$ cat config.mk
export PLATFORM = sky130hd
export DESIGN_NAME = fp_addsub
export DESIGN_NICKNAME = d
export VERILOG_FILES = /design/src/rtl/fp_addsub.sv
export SDC_FILE = /design/constraint.sdc
export NUM_CORES = 1
export LEC_CHECK = 0
export CORE_ASPECT_RATIO = 1.5
export CORE_MARGIN = 2
export CORE_UTILIZATION = 30
export CTS_BUF_LIST = sky130_fd_sc_hd__clkbuf_8
export CTS_CLUSTER_SIZE = 16
export DETAILED_ROUTE_END_ITERATION = 8
export DONT_BUFFER_PORTS = 1
export PLACE_DENSITY = 0.45
export SLEW_MARGIN = 40
export SYNTH_ARGS = -nofsm -noshare
export SYNTH_HDL_FRONTEND = slang
export SYNTH_SLANG_ARGS = --single-unit
export TNS_END_PERCENT = 1
$ cat constraint.sdc
create_clock -name clk_i -period 20.9 [get_ports clk_i]
set_input_delay 5.225 -clock clk_i [delete_from_list [all_inputs] [get_ports clk_i]]
set_output_delay 5.225 -clock clk_i [all_outputs]
set_load 0.01 [all_outputs]
$ cat src/rtl/fp_addsub.sv
// fp_addsub: multi-cycle floating-point adder/subtractor with five rounding modes and exception flags.
// Operands are unpacked, aligned, added, normalised and rounded one stage per cycle.
module fp_addsub #(
  parameter int EXP_W = 8,
  parameter int FRAC_W = 23,
  localparam int W = 1 + EXP_W + FRAC_W
) (
  input  logic         clk_i,
  input  logic         rst_i,
  input  logic         data_ready_i,
  input  logic         op_sub_i,
  input  logic [2:0]   rounding_mode_i,
  input  logic [W-1:0] x_i,
  input  logic [W-1:0] y_i,
  output logic         busy_o,
  output logic         data_valid_o,
  output logic [W-1:0] z_o,
  output logic         except_invalid_operation_o,
  output logic         except_overflow_o,
  output logic         except_underflow_o,
  output logic         except_inexact_o
);
  localparam int M = FRAC_W + 1;
  localparam int D = FRAC_W + 4;
  localparam int LW = $clog2(D + 1) + 1;
  localparam int EW = (EXP_W + 2 > LW) ? EXP_W + 2 : LW;
  localparam logic [EXP_W-1:0] E_MAX = '1;
  localparam logic [W-1:0] QNAN = {1'b0, E_MAX, 1'b1, {(FRAC_W-1){1'b0}}};
  typedef enum logic [2:0] {IDLE, UNPACK, ALIGN, ADD, NORMALIZE, ROUND, DONE} state_t;
  state_t state, state_n;
  logic [W-1:0] x_q, y_q;
  logic sub_q;
  logic [2:0] rm_q;
  logic sign_l, eff_sub;
  logic [EW-1:0] exp_l, exp_s, e_q;
  logic [M-1:0] sig_l, sig_s;
  logic [D-1:0] a_l, a_s, n_q;
  logic [D:0] sum;
  logic xs, ys, x_big, x_nan, y_nan, x_inf, y_inf, special, spec_nan, spec_inv;
  logic [EXP_W-1:0] xe, ye;
  logic [FRAC_W-1:0] xf, yf;
  logic [EW-1:0] xe_eff, ye_eff;
  logic [W-1:0] spec_z;
  assign {xs, xe, xf} = x_q;
  assign ye = y_q[W-2:FRAC_W];
  assign yf = y_q[FRAC_W-1:0];
  assign ys = y_q[W-1] ^ sub_q;
  assign x_big = x_q[W-2:0] >= y_q[W-2:0];
  assign x_nan = xe == E_MAX && xf != '0;
  assign y_nan = ye == E_MAX && yf != '0;
  assign x_inf = xe == E_MAX && xf == '0;
  assign y_inf = ye == E_MAX && yf == '0;
  assign special = xe == E_MAX || ye == E_MAX;
  assign spec_nan = x_nan | y_nan | (x_inf & y_inf & (xs ^ ys));
  assign spec_inv = (x_nan & ~xf[FRAC_W-1]) | (y_nan & ~yf[FRAC_W-1]) | (x_inf & y_inf & (xs ^ ys));
  assign spec_z = spec_nan ? QNAN : x_inf ? {xs, xe, xf} : {ys, ye, yf};
  assign xe_eff = xe == '0 ? EW'(1) : EW'(xe);
  assign ye_eff = ye == '0 ? EW'(1) : EW'(ye);
  // alignment: bits pushed past the datapath collapse into the sticky bit
  logic [EW-1:0] diff;
  logic [D-1:0] full_s, shr_s, lost, a_s_n;
  assign diff = exp_l - exp_s;
  assign full_s = {sig_s, 3'b000};
  assign shr_s = full_s >> diff;
  assign lost = full_s & ~({D{1'b1}} << diff);
  assign a_s_n = diff > EW'(D - 1) ? {{(D-1){1'b0}}, |sig_s} : {shr_s[D-1:1], shr_s[0] | (|lost)};
  logic [EW-1:0] lz, sh;
  always_comb begin
    lz = EW'(D);
    for (int i = 0; i < D; i++) if (sum[i]) lz = EW'(D - 1 - i);
  end
  // left shift never takes the exponent below 1, leaving a subnormal instead
  assign sh = lz > exp_l - EW'(1) ? exp_l - EW'(1) : lz;
  logic g, r, s, lsb, inexact, inc, ovf, zero, to_inf, z_sign;
  logic [M:0] rnd;
  logic [EW-1:0] ef;
  logic [W-1:0] z_fin;
  assign {lsb, g, r, s} = n_q[3:0];
  assign inexact = g | r | s;
  assign inc = rm_q == 3'd1 ? 1'b0 :
               rm_q == 3'd2 ? sign_l & inexact :
               rm_q == 3'd3 ? ~sign_l & inexact :
               rm_q == 3'd4 ? g : g & (r | s | lsb);
  assign rnd = {1'b0, n_q[D-1:3]} + {{M{1'b0}}, inc};
  // a set hidden bit after rounding also promotes a subnormal to exponent 1
  assign ef = rnd[M] ? e_q + EW'(1) : rnd[M-1] ? e_q : '0;
  assign ovf = ef >= EW'(E_MAX);
  assign zero = rnd == '0;
  assign z_sign = zero ? (eff_sub ? rm_q == 3'd2 : sign_l) : sign_l;
  assign to_inf = rm_q == 3'd0 || rm_q == 3'd4 || (rm_q == 3'd3 && !sign_l) || (rm_q == 3'd2 && sign_l);
  assign z_fin = !ovf ? {z_sign, ef[EXP_W-1:0], rnd[FRAC_W-1:0]} :
                 to_inf ? {sign_l, E_MAX, {FRAC_W{1'b0}}} :
                 {sign_l, {(EXP_W-1){1'b1}}, 1'b0, {FRAC_W{1'b1}}};
  always_ff @(posedge clk_i) state <= rst_i ? IDLE : state_n;
  always_comb begin
    state_n = state;
    case (state)
      IDLE: state_n = data_ready_i ? UNPACK : IDLE;
      UNPACK: state_n = special ? DONE : ALIGN;
      ALIGN: state_n = ADD;
      ADD: state_n = NORMALIZE;
      NORMALIZE: state_n = ROUND;
      ROUND: state_n = DONE;
      default: state_n = IDLE;
    endcase
  end
  assign busy_o = state != IDLE;
  assign data_valid_o = state == DONE;
  always_ff @(posedge clk_i) begin
    if (rst_i) begin
      z_o <= '0;
      {except_invalid_operation_o, except_overflow_o, except_underflow_o, except_inexact_o} <= '0;
    end else begin
      if (state == IDLE && data_ready_i) begin
        x_q <= x_i;
        y_q <= y_i;
        sub_q <= op_sub_i;
        rm_q <= rounding_mode_i > 3'd4 ? 3'd0 : rounding_mode_i;
      end
      if (state == UNPACK) begin
        sign_l <= x_big ? xs : ys;
        eff_sub <= xs ^ ys;
        exp_l <= x_big ? xe_eff : ye_eff;
        exp_s <= x_big ? ye_eff : xe_eff;
        sig_l <= x_big ? {|xe, xf} : {|ye, yf};
        sig_s <= x_big ? {|ye, yf} : {|xe, xf};
        if (special) begin
          z_o <= spec_z;
          {except_invalid_operation_o, except_overflow_o, except_underflow_o, except_inexact_o} <= {spec_inv, 3'b000};
        end
      end
      if (state == ALIGN) begin
        a_l <= {sig_l, 3'b000};
        a_s <= a_s_n;
      end
      if (state == ADD) sum <= eff_sub ? {1'b0, a_l} - {1'b0, a_s} : {1'b0, a_l} + {1'b0, a_s};
      if (state == NORMALIZE) begin
        n_q <= sum[D] ? {sum[D:2], sum[1] | sum[0]} : sum[D-1:0] << sh;
        e_q <= sum[D] ? exp_l + EW'(1) : exp_l - sh;
      end
      if (state == ROUND) begin
        z_o <= z_fin;
        {except_invalid_operation_o, except_overflow_o, except_underflow_o, except_inexact_o} <= {1'b0, ovf, ef == '0 && inexact, inexact | ovf};
      end
    end
  end
endmodule

==> key figures <==
Logic synthesis
  – Register bit total from synthesis: 289
  – Synth Warn #: 0
  – Synthesized net count: 2087
  – Number of instances in the synthesized netlist: 1909
  – Post-synthesis compound-gate area fraction: 16.3%
  – Number of synthesized flops with an enable pin: 250
  – Sequential fraction of the synthesis area: 44.3%
  – Synthesized area per cell: 9.81 µm²
  – Most instantiated flip-flop cell in the synthesis netlist: sky130_fd_sc_hd__edfxtp_1
  – Synth async-reset ratio: 0%
  – Cell Area, Synth: 0.0187 mm²
  – Post-synthesis share of cell area spent on full adders, half adders and majority gates: 7.27%
  – Count of cell types in the netlist: 81
  – Mux cell area share after synthesis: 8.34%
  – Dominant combinational cell family by area after synthesis: compound AO/OA/AOI/OAI gates
  – Simple-gate share of the synthesized area: 16.2%
  – Post-synthesis share of cell area spent on xor and xnor gates: 3.18%

Worst setup path
  – R2R setup slack: 15.01 ns
  – Critical path fanouts, max: 14
  – Critical path cell sequence: and3b_1
  – Crit end category: primary output
  – R2R Path Start: sum[10]
  – Number of logic stages on the critical path including buffering: 1
  – Arr. time, crit path: 1.53 ns
  – Data required time at the worst endpoint: 15.67 ns
  – Family with the most delay on the worst path: flip-flops
  – Reg2reg path depth: 21
  – Crit-path max cell delay: 0.60 ns
  – Kind of critical path: reg -> out
  – Buffers and inverters on the worst path: 0
  – Critical path startpoint category: register
  – Capture point of the worst reg-to-reg path: e_q[7]
  – Max stage delay cell, worst path: sky130_fd_sc_hd__dfxtp_1

Outcome
  – Result of the run: complete, no violations

Floorplan
  – Starting Density: 30.2%
  – Std cell rows: 112
  – Core area: 0.0619 mm²
  – Area enclosed by the die boundary: 0.0645 mm²
  – Chip height: 310 µm
  – Horiz. Die Dim: 208 µm
  – Total I/O pin count: 109

Min path
  – Instance count along the most critical hold path: 0
  – WHS Endpoint: a_l[26]
  – Worst min-delay path class: reg -> reg
  – Origin of the worst min-delay path: sig_l[23]

Layout
  – Most used cells in the layout excluding fill and tap cells: sky130_fd_sc_hd__edfxtp_1 (250), sky130_fd_sc_hd__nor2_1 (166), sky130_fd_sc_hd__nand2_1 (160), sky130_fd_sc_hd__a21oi_1 (135), sky130_fd_sc_hd__o21ai_0 (121)
  – Most frequent standard cell in the layout excluding fill and tap cells: sky130_fd_sc_hd__edfxtp_1
  – FF/Latch Area: 0.00829 mm²
  – Footprint of the multi-input gates: 0.00971 mm²
  – Layout Nets: 2062
  – Layout overhead on the synthesized area: 10.3%
  – Fin area: 0.0206 mm²
  – Final core utilization: 33.3%
  – Fillcell total: 6391
  – Share of final-layout standard cells stronger than drive strength 1: 10.0%

Placed design
  – Placed wire-length estimate: 42600 µm
  – Post-detailed-placement cell area: 0.0196 mm²
  – Placer congestion estimate: 0.905
  – Count of buffers from port buffering: 0
  – Worst slack, placed: 14.22 ns

Drt
  – Drt initial violations: 895
  – Mean routed wirelength per cell: 20.1 µm
  – Drt total wl: 54800 µm
  – Via count of the routed design: 14400
  – Detail Route Antenna Nets: 0
  – Via/cell ratio: 5.28
  – Length of the first detailed-routing pass in iterations: 6
  – DRC: 0

Power
  – Leakage power total: 0.00766 µW
  – Maximum vdd drop: 57.3 µV
  – Total power divided by cell area: 68.8 mW/mm²

GRT
  – Overall fraction of global-route tracks in use: 16.6%
  – Number of antenna violations at the first check in global routing: 1
  – Pin count of the biggest net entering global routing: 69
  – First-pass GRT wire length: 83400 µm
  – Number of global-route vias before repair: 14400
  – Global route total overflow: 0

STA
  – Time the final worst path needs with I/O delays and setup: 6.76 ns
  – Max-slew headroom at the worst pin: 44.9%
  – Part of the cycle the worst path needs: 32.3%
  – Setup repair after global routing missed its margin: false
  – Max Freq: 148 MHz
  – Summed negative setup slack over all endpoints: 0 ns
  – Endpoints failing setup: 0
  – Least setup slack across all paths after layout: 14.14 ns
  – Total count of max-transition violations in the final report: 0
  – Final setup skew: 0.0527 ns
  – Worst Tran Pin Value: 0.816 ns
  – Final Hold Fails: 0
  – Worst Hold Margin: 0.420 ns

Clock network
  – Total CTS buffers: 49
  – Number of gates resized after CTS: 0
  – Clock transition time at the flip-flop clock pins of the worst setup and hold paths: 0.06 ns
  – Number of sinks driven by the clock tree: 289
  – Count of buffers added by post-CTS timing repair for setup: 0
  – Depth of the CTS H-tree: 2
  – Clock tree from TritonCTS: yes
  – Number of hold buffers added after cts: 0
  – Library cell used as clock root buffer: sky130_fd_sc_hd__clkbuf_8
  – Clock tree buffer depth: 3
  – Insertion delay to the later sink of the worst-skew pair: 0.65 ns

Run
  – Max-cap violations: 0
-- synth_stat cells, types with 42 or more instances --
master | number | area [µm²]
sky130_fd_sc_hd__clkbuf_1 | 73 | 274
sky130_fd_sc_hd__a21oi_1 | 136 | 681
sky130_fd_sc_hd__nor2_1 | 166 | 623
sky130_fd_sc_hd__mux2i_1 | 84 | 841
sky130_fd_sc_hd__nand3_1 | 44 | 220
sky130_fd_sc_hd__nor3_1 | 58 | 290
sky130_fd_sc_hd__xnor2_1 | 42 | 368
sky130_fd_sc_hd__o21ai_0 | 121 | 606
sky130_fd_sc_hd__nand2_1 | 160 | 601
sky130_fd_sc_hd__edfxtp_1 | 250 | 7510
sky130_fd_sc_hd__mux2_2 | 50 | 563
sky130_fd_sc_hd__inv_1 | 105 | 394
sky130_fd_sc_hd__ha_1 | 104 | 1300
-- kinds of logic after synthesis --
family | count (synthesis)
other cells | 1
fa+ha+maj | 107
flops | 289
compound gates | 482
buf+inv | 206
mux | 141
xor+xnor | 68
simple gates | 615
-- area by class of cell --
type / count / share of cell area [%]
clock inverter: 33 / 1.39
inverter: 107 / 1.95
timing repair buffer: 23 / 0.946
multi-input combinational: 1414 / 47.0
sequential: 289 / 40.2
tap: 798 / 4.84
clock buffer: 55 / 3.67
antenna: 2 / 0.0242
-- registers in the layout, summed over array words and instances, names as in the netlist --
signal,cells
a_s,27
y_q,32
eff_sub,1
except_underflow_o,1
e_q,10
n_q,27
exp_l,8
a_l,24
sig_s,24
exp_s,8
except_invalid_operation_o,1
sum,28
sub_q,1
state,3
z_o,32
except_overflow_o,1
sign_l,1
sig_l,24
rm_q,3
x_q,32
except_inexact_o,1
-- metrics by stage --
step	power [µW]	std cells
5_1_grt	1490	2720
3_5_place_dp	884	2631
4_1_cts	1440	2719
3_3_place_gp	881	2629
2_1_floorplan	826	1909
6_report	1420	2721
-- per-layer routing --
layer  share of wire, %  wire, µm  track usage [%]
met2                 55     30200             33.0
met1                 37     20100             16.8
met4                5.1      2800             8.61
met3                3.2      1770             2.29
met5                  0         0                0
-- power by group --
part | internal [µW] | switching [µW]
Clock | 304 | 242
Sequential | 653 | 21.3
Combinational | 74.5 | 123
-- worst max path at each step --
stage                        start  slack [ns]           end
after floorplan              rst_i        9.57       a_l[10]
after global placement       rst_i       14.21        y_q[7]
after detailed placement     rst_i       14.22        y_q[8]
after CTS                 state[1]       14.07        busy_o
after global routing      state[2]       14.04  data_valid_o
final                     state[2]       14.14  data_valid_o
Note: power is estimated with default switching activity, not from simulation.
